### src/rtl/end_screen_ctrl.sv
// End-of-game page sequencer: captures outcome/score, converts score to BCD, drives page/blink/restart.
// Define END_AUTO_RESTART_EN to leave the end page automatically after AUTO_FRAMES frames.
module end_screen_ctrl #(
    parameter int unsigned SCORE_W      = 10,
    parameter int unsigned DIGITS       = 4,
    parameter int unsigned HOLD_FRAMES  = 180,
    parameter int unsigned BLINK_FRAMES = 30,
    parameter int unsigned AUTO_FRAMES  = 600
) (
    input  logic                  vga_clk_i,
    input  logic                  sys_rst_ni,
    input  logic                  frame_start_i,
    input  logic                  game_over_i,
    input  logic                  game_won_i,
    input  logic [SCORE_W-1:0]    score_i,
    input  logic                  key_confirm_i,
    output logic [1:0]            page_sel_o,
    output logic [4*DIGITS-1:0]   score_bcd_o,
    output logic                  bcd_valid_o,
    output logic                  text_visible_o,
    output logic                  restart_req_o
);

    localparam int unsigned BcdW    = 4 * DIGITS;
    localparam int unsigned CntMax  = (HOLD_FRAMES > AUTO_FRAMES) ? HOLD_FRAMES : AUTO_FRAMES;
    localparam int unsigned FrameW  = $clog2(CntMax + 1);
    localparam int unsigned BlinkW  = (BLINK_FRAMES > 1) ? $clog2(BLINK_FRAMES) : 1;
    localparam int unsigned BitCntW = (SCORE_W > 1) ? $clog2(SCORE_W) : 1;
    localparam int unsigned BcdMax  = (10 ** DIGITS) - 1;

    localparam logic [FrameW-1:0]  HoldCnt   = FrameW'(HOLD_FRAMES);
    localparam logic [BlinkW-1:0]  BlinkLast = BlinkW'(BLINK_FRAMES - 1);
    localparam logic [BitCntW-1:0] BitLast   = BitCntW'(SCORE_W - 1);

    typedef enum logic [2:0] {
        StPlay,
        StCapture,
        StConvert,
        StArm,
        StShow,
        StRelease
    } state_e;

    state_e               state_q, state_d;
    logic                 win_q, win_d;
    logic                 sat_q, sat_d;
    logic [SCORE_W-1:0]   shreg_q, shreg_d;
    logic [BcdW-1:0]      bcd_q, bcd_d;
    logic [BcdW-1:0]      bcd_adj;
    logic [BitCntW-1:0]   bit_cnt_q, bit_cnt_d;
    logic [FrameW-1:0]    frame_cnt_q, frame_cnt_d;
    logic [BlinkW-1:0]    blink_cnt_q, blink_cnt_d;
    logic                 key_q;
    logic                 key_rise;
    logic                 auto_hit;
    logic [1:0]           page_sel_q, page_sel_d;
    logic [BcdW-1:0]      score_bcd_q, score_bcd_d;
    logic                 bcd_valid_q, bcd_valid_d;
    logic                 text_vis_q, text_vis_d;
    logic                 restart_q, restart_d;

    assign key_rise = key_confirm_i & ~key_q;

`ifdef END_AUTO_RESTART_EN
    localparam logic [FrameW-1:0] AutoCnt = FrameW'(AUTO_FRAMES);
    assign auto_hit = (frame_cnt_q >= AutoCnt);
`else
    assign auto_hit = 1'b0;
`endif

    // Double-dabble correction: any nibble >= 5 gets +3 before the shift.
    always_comb begin
        bcd_adj = bcd_q;
        for (int i = 0; i < DIGITS; i++) begin
            if (bcd_q[4*i +: 4] >= 4'd5) begin
                bcd_adj[4*i +: 4] = bcd_q[4*i +: 4] + 4'd3;
            end
        end
    end

    always_comb begin
        state_d     = state_q;
        win_d       = win_q;
        sat_d       = sat_q;
        shreg_d     = shreg_q;
        bcd_d       = bcd_q;
        bit_cnt_d   = bit_cnt_q;
        frame_cnt_d = frame_cnt_q;
        blink_cnt_d = blink_cnt_q;
        page_sel_d  = page_sel_q;
        score_bcd_d = score_bcd_q;
        bcd_valid_d = bcd_valid_q;
        text_vis_d  = text_vis_q;

        case (state_q)
            StPlay: begin
                // Outcome is taken from the frame_start sample; win beats lose.
                if (frame_start_i && (game_over_i || game_won_i)) begin
                    win_d   = game_won_i;
                    state_d = StCapture;
                end
            end
            StCapture: begin
                shreg_d     = score_i;
                sat_d       = (32'(score_i) > BcdMax);
                bcd_d       = '0;
                bit_cnt_d   = '0;
                bcd_valid_d = 1'b0;
                state_d     = StConvert;
            end
            StConvert: begin
                bcd_d     = (bcd_adj << 1) | BcdW'(shreg_q[SCORE_W-1]);
                shreg_d   = shreg_q << 1;
                bit_cnt_d = bit_cnt_q + 1'b1;
                if (bit_cnt_q == BitLast) begin
                    score_bcd_d = sat_q ? {DIGITS{4'h9}} : bcd_d;
                    state_d     = StArm;
                end
            end
            StArm: begin
                if (frame_start_i) begin
                    page_sel_d  = win_q ? 2'd2 : 2'd1;
                    bcd_valid_d = 1'b1;
                    frame_cnt_d = '0;
                    blink_cnt_d = '0;
                    text_vis_d  = 1'b1;
                    state_d     = StShow;
                end
            end
            StShow: begin
                if (frame_start_i) begin
                    if (frame_cnt_q != '1) begin
                        frame_cnt_d = frame_cnt_q + 1'b1;
                    end
                    if (blink_cnt_q == BlinkLast) begin
                        blink_cnt_d = '0;
                        text_vis_d  = ~text_vis_q;
                    end else begin
                        blink_cnt_d = blink_cnt_q + 1'b1;
                    end
                end
                // Only a fresh press after the hold counts; a key held through it never rises.
                if ((key_rise && (frame_cnt_q >= HoldCnt)) || auto_hit) begin
                    state_d = StRelease;
                end
            end
            StRelease: begin
                if (frame_start_i && !game_over_i && !game_won_i) begin
                    page_sel_d  = 2'd0;
                    bcd_valid_d = 1'b0;
                    text_vis_d  = 1'b1;
                    state_d     = StPlay;
                end
            end
            default: state_d = StPlay;
        endcase

        restart_d = (state_d == StRelease) && (state_q != StRelease);
    end

    always_ff @(posedge vga_clk_i or negedge sys_rst_ni) begin
        if (!sys_rst_ni) begin
            state_q     <= StPlay;
            win_q       <= 1'b0;
            sat_q       <= 1'b0;
            shreg_q     <= '0;
            bcd_q       <= '0;
            bit_cnt_q   <= '0;
            frame_cnt_q <= '0;
            blink_cnt_q <= '0;
            key_q       <= 1'b0;
            page_sel_q  <= 2'd0;
            score_bcd_q <= '0;
            bcd_valid_q <= 1'b0;
            text_vis_q  <= 1'b1;
            restart_q   <= 1'b0;
        end else begin
            state_q     <= state_d;
            win_q       <= win_d;
            sat_q       <= sat_d;
            shreg_q     <= shreg_d;
            bcd_q       <= bcd_d;
            bit_cnt_q   <= bit_cnt_d;
            frame_cnt_q <= frame_cnt_d;
            blink_cnt_q <= blink_cnt_d;
            key_q       <= key_confirm_i;
            page_sel_q  <= page_sel_d;
            score_bcd_q <= score_bcd_d;
            bcd_valid_q <= bcd_valid_d;
            text_vis_q  <= text_vis_d;
            restart_q   <= restart_d;
        end
    end

    assign page_sel_o     = page_sel_q;
    assign score_bcd_o    = score_bcd_q;
    assign bcd_valid_o    = bcd_valid_q;
    assign text_visible_o = text_vis_q;
    assign restart_req_o  = restart_q;

endmodule

### config.mk
export PLATFORM = sky130hd
export DESIGN_NAME = end_screen_ctrl
export DESIGN_NICKNAME = d
export VERILOG_FILES = /design/src/rtl/end_screen_ctrl.sv
export SDC_FILE = /design/constraint.sdc
export NUM_CORES = 1
export LEC_CHECK = 0
export BUFFER_PORTS_ARGS = -buffer_cell sky130_fd_sc_hd__buf_2
export CORE_MARGIN = 2
export CORE_UTILIZATION = 40
export CTS_CLUSTER_SIZE = 12
export DETAILED_ROUTE_END_ITERATION = 7
export GPL_TIMING_DRIVEN = 0
export HOLD_SLACK_MARGIN = 0.03
export SLEW_MARGIN = 30
export SYNTH_ARGS = -nofsm -noshare
export SYNTH_HDL_FRONTEND = slang
export SYNTH_SLANG_ARGS = --single-unit
### constraint.sdc
create_clock -name vga_clk_i -period 3.1 [get_ports vga_clk_i]
set_clock_uncertainty 0.15 [all_clocks]
set_input_delay 0.31 -clock vga_clk_i [delete_from_list [all_inputs] [get_ports vga_clk_i]]
set_output_delay 0.31 -clock vga_clk_i [all_outputs]
set_load 0.01 [all_outputs]
==> Yosys cells after proc, flatten, opt, wreduce, memory -nomap -nowiden <==
Cells that the tools add are included.
{ "totals": {"inputBits": 16, "wordCells": 97, "register_bits": 71, "output_inout_bits": 21} }
{ "classes": {"order_cmp": 5, "add_sub_neg": 7, "mux": 32, "n_bitwise": 4, "n_eq_ne": 15, "reduce_logical": 21} }
{ "ops": {"columns": ["cell", "count"], "rows": [
  ["$pmux 10 s2", 2],
  ["$pmux 16 s2", 1],
  ["$mux 10", 3],
  ["$mux 3", 6],
  ["$pmux 3 s6", 1],
  ["$ge 4x3->1 const B", 4],
  ["$or 16x1->16", 1],
  ["$mux 5", 3],
  ["$add 4x2->4 const B", 3],
  ["$mux 4", 3],
  ["$add 10x1->10 const B", 1],
  ["$ge 10x8->1 const B", 1],
  ["$ne 10x10->1 const B", 1],
  ["$ne 2x2->1 const B", 5],
  ["$pmux 5 s2", 1],
  ["$eq 3x3->1 const B", 3],
  ["$reduce_and 3->1", 3],
  ["$pmux 4 s2", 1],
  ["$eq 3x2->1 const B", 2],
  ["$mux 2", 3],
  ["$pmux 1 s3", 2],
  ["$reduce_bool 2->1", 3],
  ["$reduce_bool 3->1", 2],
  ["$add 5x1->5 const B", 1],
  ["17 further kinds", 28]
]} }

==> Longest topological paths before layout <==
Gate-level depths: netlist of the first run.
{ "logic_depth": {"word_depth": 7, "ltp_mapped": 7, "mapped_depth_nobuf": 6} }

==> Least setup slack after synthesis of the first run <==
Ideal clock, no wire load.
{ "synth_timing": {"path_kind": "register -> register", "startpoint": "reg state_q[0]", "endpoint": "reg score_bcd_q[10], in the netlist score_bcd_o[10]", "setup_time_ns": 0.127, "synth_period_minus_slack_ns": 1.927, "t_arrival_ns": 1.650, "required_time_ns": 2.823, "path_stages_with_launch": 6, "setup_slack_ns": 1.173, "n_path_buf": 2, "path_cell_list": "dfrtp_1 -> buf_6 -> or3b_4 -> nor3_4 -> buf_6 -> mux2_1"} }
{ "synth_between": {"elab_chain_cells": 2} }
{ "synth_lines": {"columns": ["element", "line", "rtl"], "rows": [
  ["from (decl)", "44", "state_e state_q, state_d;"],
  ["from (signal assigned)", "163", "state_q <= StPlay;"],
  ["from (signal assigned)", "178", "state_q <= state_d;"],
  ["$eq 3x2->1", "95", "case (state_q)"],
  ["$reduce_and 2->1 (no line)", null, null],
  ["to (signal assigned)", "188", "score_bcd_q <= score_bcd_d;"],
  ["to (decl)", "57", "logic [BcdW-1:0] score_bcd_q, score_bcd_d;"]
]} }
No other way between the ends.
A chain may end at the register's enable or synchronous reset.

==> Worst setup path in the final report of the first run <==
{ "layout_timing": {"startpoint": "reg state_q[0]", "endpoint": "reg score_bcd_q[13], in the netlist score_bcd_o[13]"} }
The elaborated chain is that of the path after synthesis.

==> results of run 1 <==
-- sequential cells by signal (all words and copies together), names as in the netlist, 2 cells and up --
name	count
bcd_q	16
bit_cnt_q	4
blink_cnt_q	5
frame_cnt_q	10
page_sel_o	2
score_bcd_o	16
shreg_q	10
state_q	3
-- cell type report --
class                      instances  area, um2  share of cell area, %
sequential                        71       1780                   41.5
multi-input combinational        258       1700                   39.6
timing repair buffer              46        293                   6.83
clock buffer                      11        141                   3.30
tap                              108        135                   3.15
buffer                            14        100                   2.33
clock inverter                     5       81.3                   1.90
inverter                          16       60.1                   1.40
-- final timing paths --
check,startpoint,endpoint,depth (start not counted),slack [ns]
max in group asynchronous,sys_rst_ni,text_visible_o,3,1.88
worst max register to register,state_q[0],score_bcd_o[13],5,0.96
min in group asynchronous,sys_rst_ni,bcd_q[10],2,0.29
worst max-delay path,state_q[0],score_bcd_o[13],5,0.96
worst min-delay path,score_i[7],shreg_q[7],3,0.04
worst min register to register,score_bcd_o[10],score_bcd_o[10],1,0.33
-- repair_timing --
item                      4_1_cts  5_1_grt
buffers inserted                0        0
gates resized for setup         0        0
hold endpoints to repair       42        0
hold buffers                    9        0
-- logic make-up (layout without fill, tap and decap cells) --
logic type / count (synthesis) / in the layout
xor gates and xnor gates: 5 / 5
and+or+nand+nor: 131 / 131
adders and majority gates: 14 / 14
AOI/OAI and AO/OA: 90 / 90
muxes: 18 / 18
DFF: 71 / 71
buffers and inverters: 30 / 92
-- power groups by stage --
stage	registers, W	logic, W	clock network, W
2_1_floorplan	0.00152	0.00114	0
3_3_place_gp	0.00151	0.00159	0
3_5_place_dp	0.00152	0.00164	0
4_1_cts	0.00150	0.00165	0.000857
5_1_grt	0.00156	0.00184	0.000903
6_report	0.00150	0.00162	0.000835
-- cells in the final DEF, fill, tap and decap left out, drive strengths merged, types with 5 or more instances in the layout --
| cell type | instances |
|---|---|
| inv | 16 |
| ha | 14 |
| nand2 | 47 |
| mux2 | 9 |
| dlygate4sd3 | 9 |
| dfrtp | 70 |
| clkbuf | 14 |
| a22oi | 9 |
| buf | 48 |
| mux2i | 9 |
| o21ai | 26 |
| a22o | 11 |
| nand3 | 11 |
| nor3 | 10 |
| nor2 | 17 |
| nand4 | 6 |
| or4 | 5 |
| a21oi | 28 |
| nor3b | 10 |
-- metrics by stage --
step,cells,hold WS (ns),power (W)
after global routing,529,0.0416,0.00430
after CTS,529,0.0334,0.00402
final,529,0.0395,0.00396
after global placement,503,0.285,0.00310
after detailed placement,504,0.149,0.00316
after floorplan,359,-0.136,0.00266
-- worst max-delay path, cell delays in order (launching register included) --
cell and delay, ns:
dfrtp_1 0.38, buf_6 0.13, or3b_4 0.41, nor3_4 0.40
buf_6 0.22, mux2_1 0.32
-- metal layers --
metal | vias to the layer above | wire length, um | track usage, %
met5 | - | 0 | 0
met2 | 45 | 3420 | 26.1
met3 | 10 | 288 | 4.36
met1 | 1391 | 3630 | 22.3
met4 | 0 | 121 | 6.32
li1 | 1420 | - | -
==> flow_summary.json, run 1 <==
{
  "grt_start_max_net_pins": 38,
  "die-width_um": 99.4,
  "overflow": 0,
  "rows": 34,
  "powerDensity_nw_per_um2": 924,
  "placed_cell_area_um2": 3980,
  "synth-edff-count": 0,
  "diodes": 0,
  "io_pins": 37,
  "synthTopCellsByCount": "dfrtp_1, nand2_1, a21oi_1",
  "maxCapViolCount": 0,
  "fin_area_um2": 4290,
  "ir_worst_vdd_uv": 377,
  "netlist_instances": 359,
  "seq_area_frac_synth_pct": 48.9,
  "grt_pass1_vias": 2825,
  "port_buffers": 36,
  "finalSetupViolCount": 0,
  "coreArea_um2": 8760,
  "ys_seq_elements": 71,
  "syn_avg_cell_area_um2": 10.1,
  "seq_power_share_pct": 38.0,
  "p_int_w": 0.00242,
  "yosysMostFrequentCell": "dfrtp_1",
  "clockBufferDepth": 2,
  "worstMarginPinSlew_ns": 0.717,
  "tns_ns": 0,
  "initial_core_util_pct": 41.5,
  "timing.final.ws_setup_ns": 0.964,
  "cts_root_buffer": "clkbuf_8",
  "hold_violations": 0,
  "routed-via-count": 2866,
  "syn_to_final_growth_pct": 17.9,
  "outcome": "finished clean",
  "yosysWarnings": 0,
  "cts_tree": "built",
  "synth_xor_area_share_pct": 1.20,
  "drt_iter0_drc": 132,
  "synth_top_area_share_pct": 48.1,
  "antenna_found_initial": 0,
  "syn_nets": 389,
  "synth_top_cell_by_area": "dfrtp_1",
  "leakage_nw": 2.03,
  "via_per_inst": 5.42,
  "synth_flop_cell": "dfrtp_1",
  "synth_top_family_by_area": "simple AND/OR/NAND/NOR gates",
  "synth_area_um2": 3640,
  "nNetsFinal": 446,
  "numClockSinks": 71,
  "rsz0062_at_grt": "false",
  "die_h_um": 99.4,
  "max_freq_ghz": 0.468,
  "crit_arrival_ns": 2.22,
  "numCtsBuffers": 9,
  "finalWirelength_mm": 7.46,
  "clkPwrFrac_pct": 21.1,
  "wl_per_cell_um": 14.1,
  "synth_cell_types": 53,
  "path_clk_slew_ns": 0.08,
  "synth_compound_area_share_pct": 15.3,
  "period_needed_ns": 2.14,
  "synthAdderAreaFrac_pct": 4.81,
  "track_usage_pct": 16.7,
  "grt_pass1_wl_mm": 13.2,
  "drcViolationCount": 0,
  "endpoint_kind": "flop",
  "swShare_pct": 39.0,
  "period_share_pct": 68.9,
  "place_congestion": 0.830,
  "drive_gt1_share_pct": 18.3,
  "slew_headroom_pct": 51.9,
  "die_area_um2": 9880,
  "startpoint_type": "flop",
  "dp_hpwl_mm": 5.19,
  "cp_data_required_time_ns": 3.19,
  "critPathMaxFanout": 10,
  "worstSetupPathType": "reg2reg",
  "clkLatencyLatePin_ns": 0.36,
  "synthTopCellsByArea": "dfrtp_1, ha_1, nand2_1",
  "p_sw_w": 0.00155,
  "p_comb_share_pct": 40.9,
  "num-fill-cells": 834,
  "muxShareOfSynthArea_pct": 5.26,
  "finalMaxSlewViolations": 0,
  "synth-simple-area-share_pct": 20.1,
  "htree_levels": 3,
  "preCtsSetupSlack_ns": 0.938,
  "finish.utilization_pct": 48.9,
  "ys_async_sr_fraction_pct": 100,
  "final_antenna_net_count": 0,
  "min-delay-path-class": "in2reg",
  "dr.pass1.iters": 4
}
(Power assumes the default switching activity.)
==> inputs of run 2 (changes only) <==
Clock period 3.1 ns to 2 ns, I/O delays scaled along.
==> flow_summary.json, run 2 (same netlist as run 1, synthesis figures left out) <==
{
  "outcome": "finished clean",
  "critPathMaxFanout": 10,
  "crit_start": "state_q[2]",
  "grt_start_max_net_pins": 38,
  "finalSetupViolCount": 0,
  "worstRegToRegCells": 5,
  "place_congestion": 0.830,
  "die_h_um": 99.4,
  "period_share_pct": 95.3,
  "finish.utilization_pct": 50.2,
  "rsz0062_at_grt": "false",
  "hold_slack_ns": 0.0646,
  "crit_arrival_ns": 2.03,
  "max_freq_ghz": 0.525,
  "cts_root_buffer": "clkbuf_8",
  "via_per_inst": 5.36,
  "path_buf_inv": 1,
  "cp_slowest_cell": "or4_1",
  "maxCapViolCount": 0,
  "overflow": 0,
  "num-fill-cells": 818,
  "critPathTopFamily": "simple AND/OR/NAND/NOR gates",
  "drive_gt1_share_pct": 20.2,
  "crit_path_max_incr_delay_ns": 0.47,
  "cp_cell_sequence": "buf_6, nand4b_4, a21o_1, or4_1, a21oi_1",
  "die-width_um": 99.4,
  "powerDensity_nw_per_um2": 1420,
  "numClockSinks": 71,
  "cts_tree": "built",
  "slew_headroom_pct": 68.7,
  "cp.depth": 5,
  "min-delay-path-class": "in2reg",
  "leakage_nw": 2.08,
  "final_common_cell": "dfrtp_1",
  "track_usage_pct": 16.9,
  "nNetsFinal": 455,
  "hp-start": "frame_start_i",
  "final_cell_mix": "dfrtp_1, nand2_1, buf_2",
  "wl_per_cell_um": 14.1,
  "grt_pass1_vias": 2865,
  "dp_hpwl_mm": 5.19,
  "hold_violations": 0,
  "io_pins": 37,
  "regToRegEndpoint": "frame_cnt_q[7]",
  "port_buffers": 36,
  "worstSetupPathType": "reg2reg",
  "crit_end": "frame_cnt_q[7]",
  "worstMarginPinSlew_ns": 0.470,
  "r2r_slack_ns": 0.09,
  "finalWirelength_mm": 7.60,
  "htree_levels": 3,
  "routed-via-count": 2884,
  "antenna_found_initial": 0,
  "clockBufferDepth": 2,
  "cp_data_required_time_ns": 2.12,
  "numCtsBuffers": 9,
  "drt_iter0_drc": 121,
  "diodes": 0,
  "ir_worst_vdd_uv": 587,
  "syn_to_final_growth_pct": 21.0,
  "grt_pass1_wl_mm": 13.3,
  "die_area_um2": 9880,
  "drcViolationCount": 0,
  "final_antenna_net_count": 0,
  "clkLatencyLatePin_ns": 0.36,
  "rows": 34,
  "path_clk_slew_ns": 0.07,
  "endpoint_kind": "flop",
  "startpoint_type": "flop",
  "initial_core_util_pct": 41.5,
  "coreArea_um2": 8760,
  "rr_startpoint": "state_q[2]",
  "period_needed_ns": 1.91,
  "dr.pass1.iters": 4,
  "finalMaxSlewViolations": 0
}
==> run 2: how the worst min path moves through the flow <==
| stage | endpoint | depth (start not counted) |
|---|---|---|
| 3_3_place_gp | key_q | 1 |
| 4_1_cts | state_q[2] | 3 |
| 6_report | state_q[2] | 3 |
| 5_1_grt | state_q[2] | 3 |
| 3_5_place_dp | score_bcd_o[9] | 1 |
| 2_1_floorplan | bcd_q[0] | 0 |
==> run 2: per-stage QoR <==
stage / cells / TNS (ns) / worst slack, ns / power [W] / area, um2
floorplan: 359 / 0 / 0.0729 / 0.00413 / 3640
global placement: 503 / -1.67 / -0.143 / 0.00481 / 3950
detailed placement: 504 / -1.36 / -0.162 / 0.00490 / 3980
CTS: 536 / 0 / 0.00345 / 0.00626 / 4370
global route: 538 / 0 / 0.00889 / 0.00678 / 4400
finish: 538 / 0 / 0.0938 / 0.00626 / 4400
==> run 2: worst reg2reg max path: stages (launching register included) <==
cell and delay (ns):
dfrtp_2 0.44, buf_6 0.16, nand4b_4 0.22, a21o_1 0.24, or4_1 0.47, a21oi_1 0.15
==> run 2: what timing repair did <==
item | in CTS | in global routing
endpoints found under the hold margin | 46 | 0
gates resized for setup | 2 | 7
pin swaps | 2 | 2
setup endpoints to repair | 37 | 34
hold buffers | 14 | 0
setup buffers | 2 | 2
==> run 2: layout make-up <==
cell class	count	area (um2)	share of cell area, %
inverters	16	60.1	1.36
flip-flops and latches	71	1780	40.4
clock buffers	11	141	3.21
repair buffers	55	373	8.47
well taps	108	135	3.07
clock inverters	5	81.3	1.85
multi-input cells	258	1730	39.3
plain buffers	14	101	2.30
==> run 2: layer usage <==
layer  up-vias  part of all wire [%]  global-route usage, %
li1       1432                     -                      -
met1      1394                    48                   22.6
met2        48                    46                   26.5
met3        10                   4.2                   4.43
met4         0                   1.6                   6.32
met5         -                     0                      0
==> run 2: report_power, final <==
group          internal [W]  switching, W  total (W)
Sequential          0.00194      0.000396    0.00234
Combinational       0.00115       0.00148    0.00263
Clock              0.000737      0.000557    0.00129
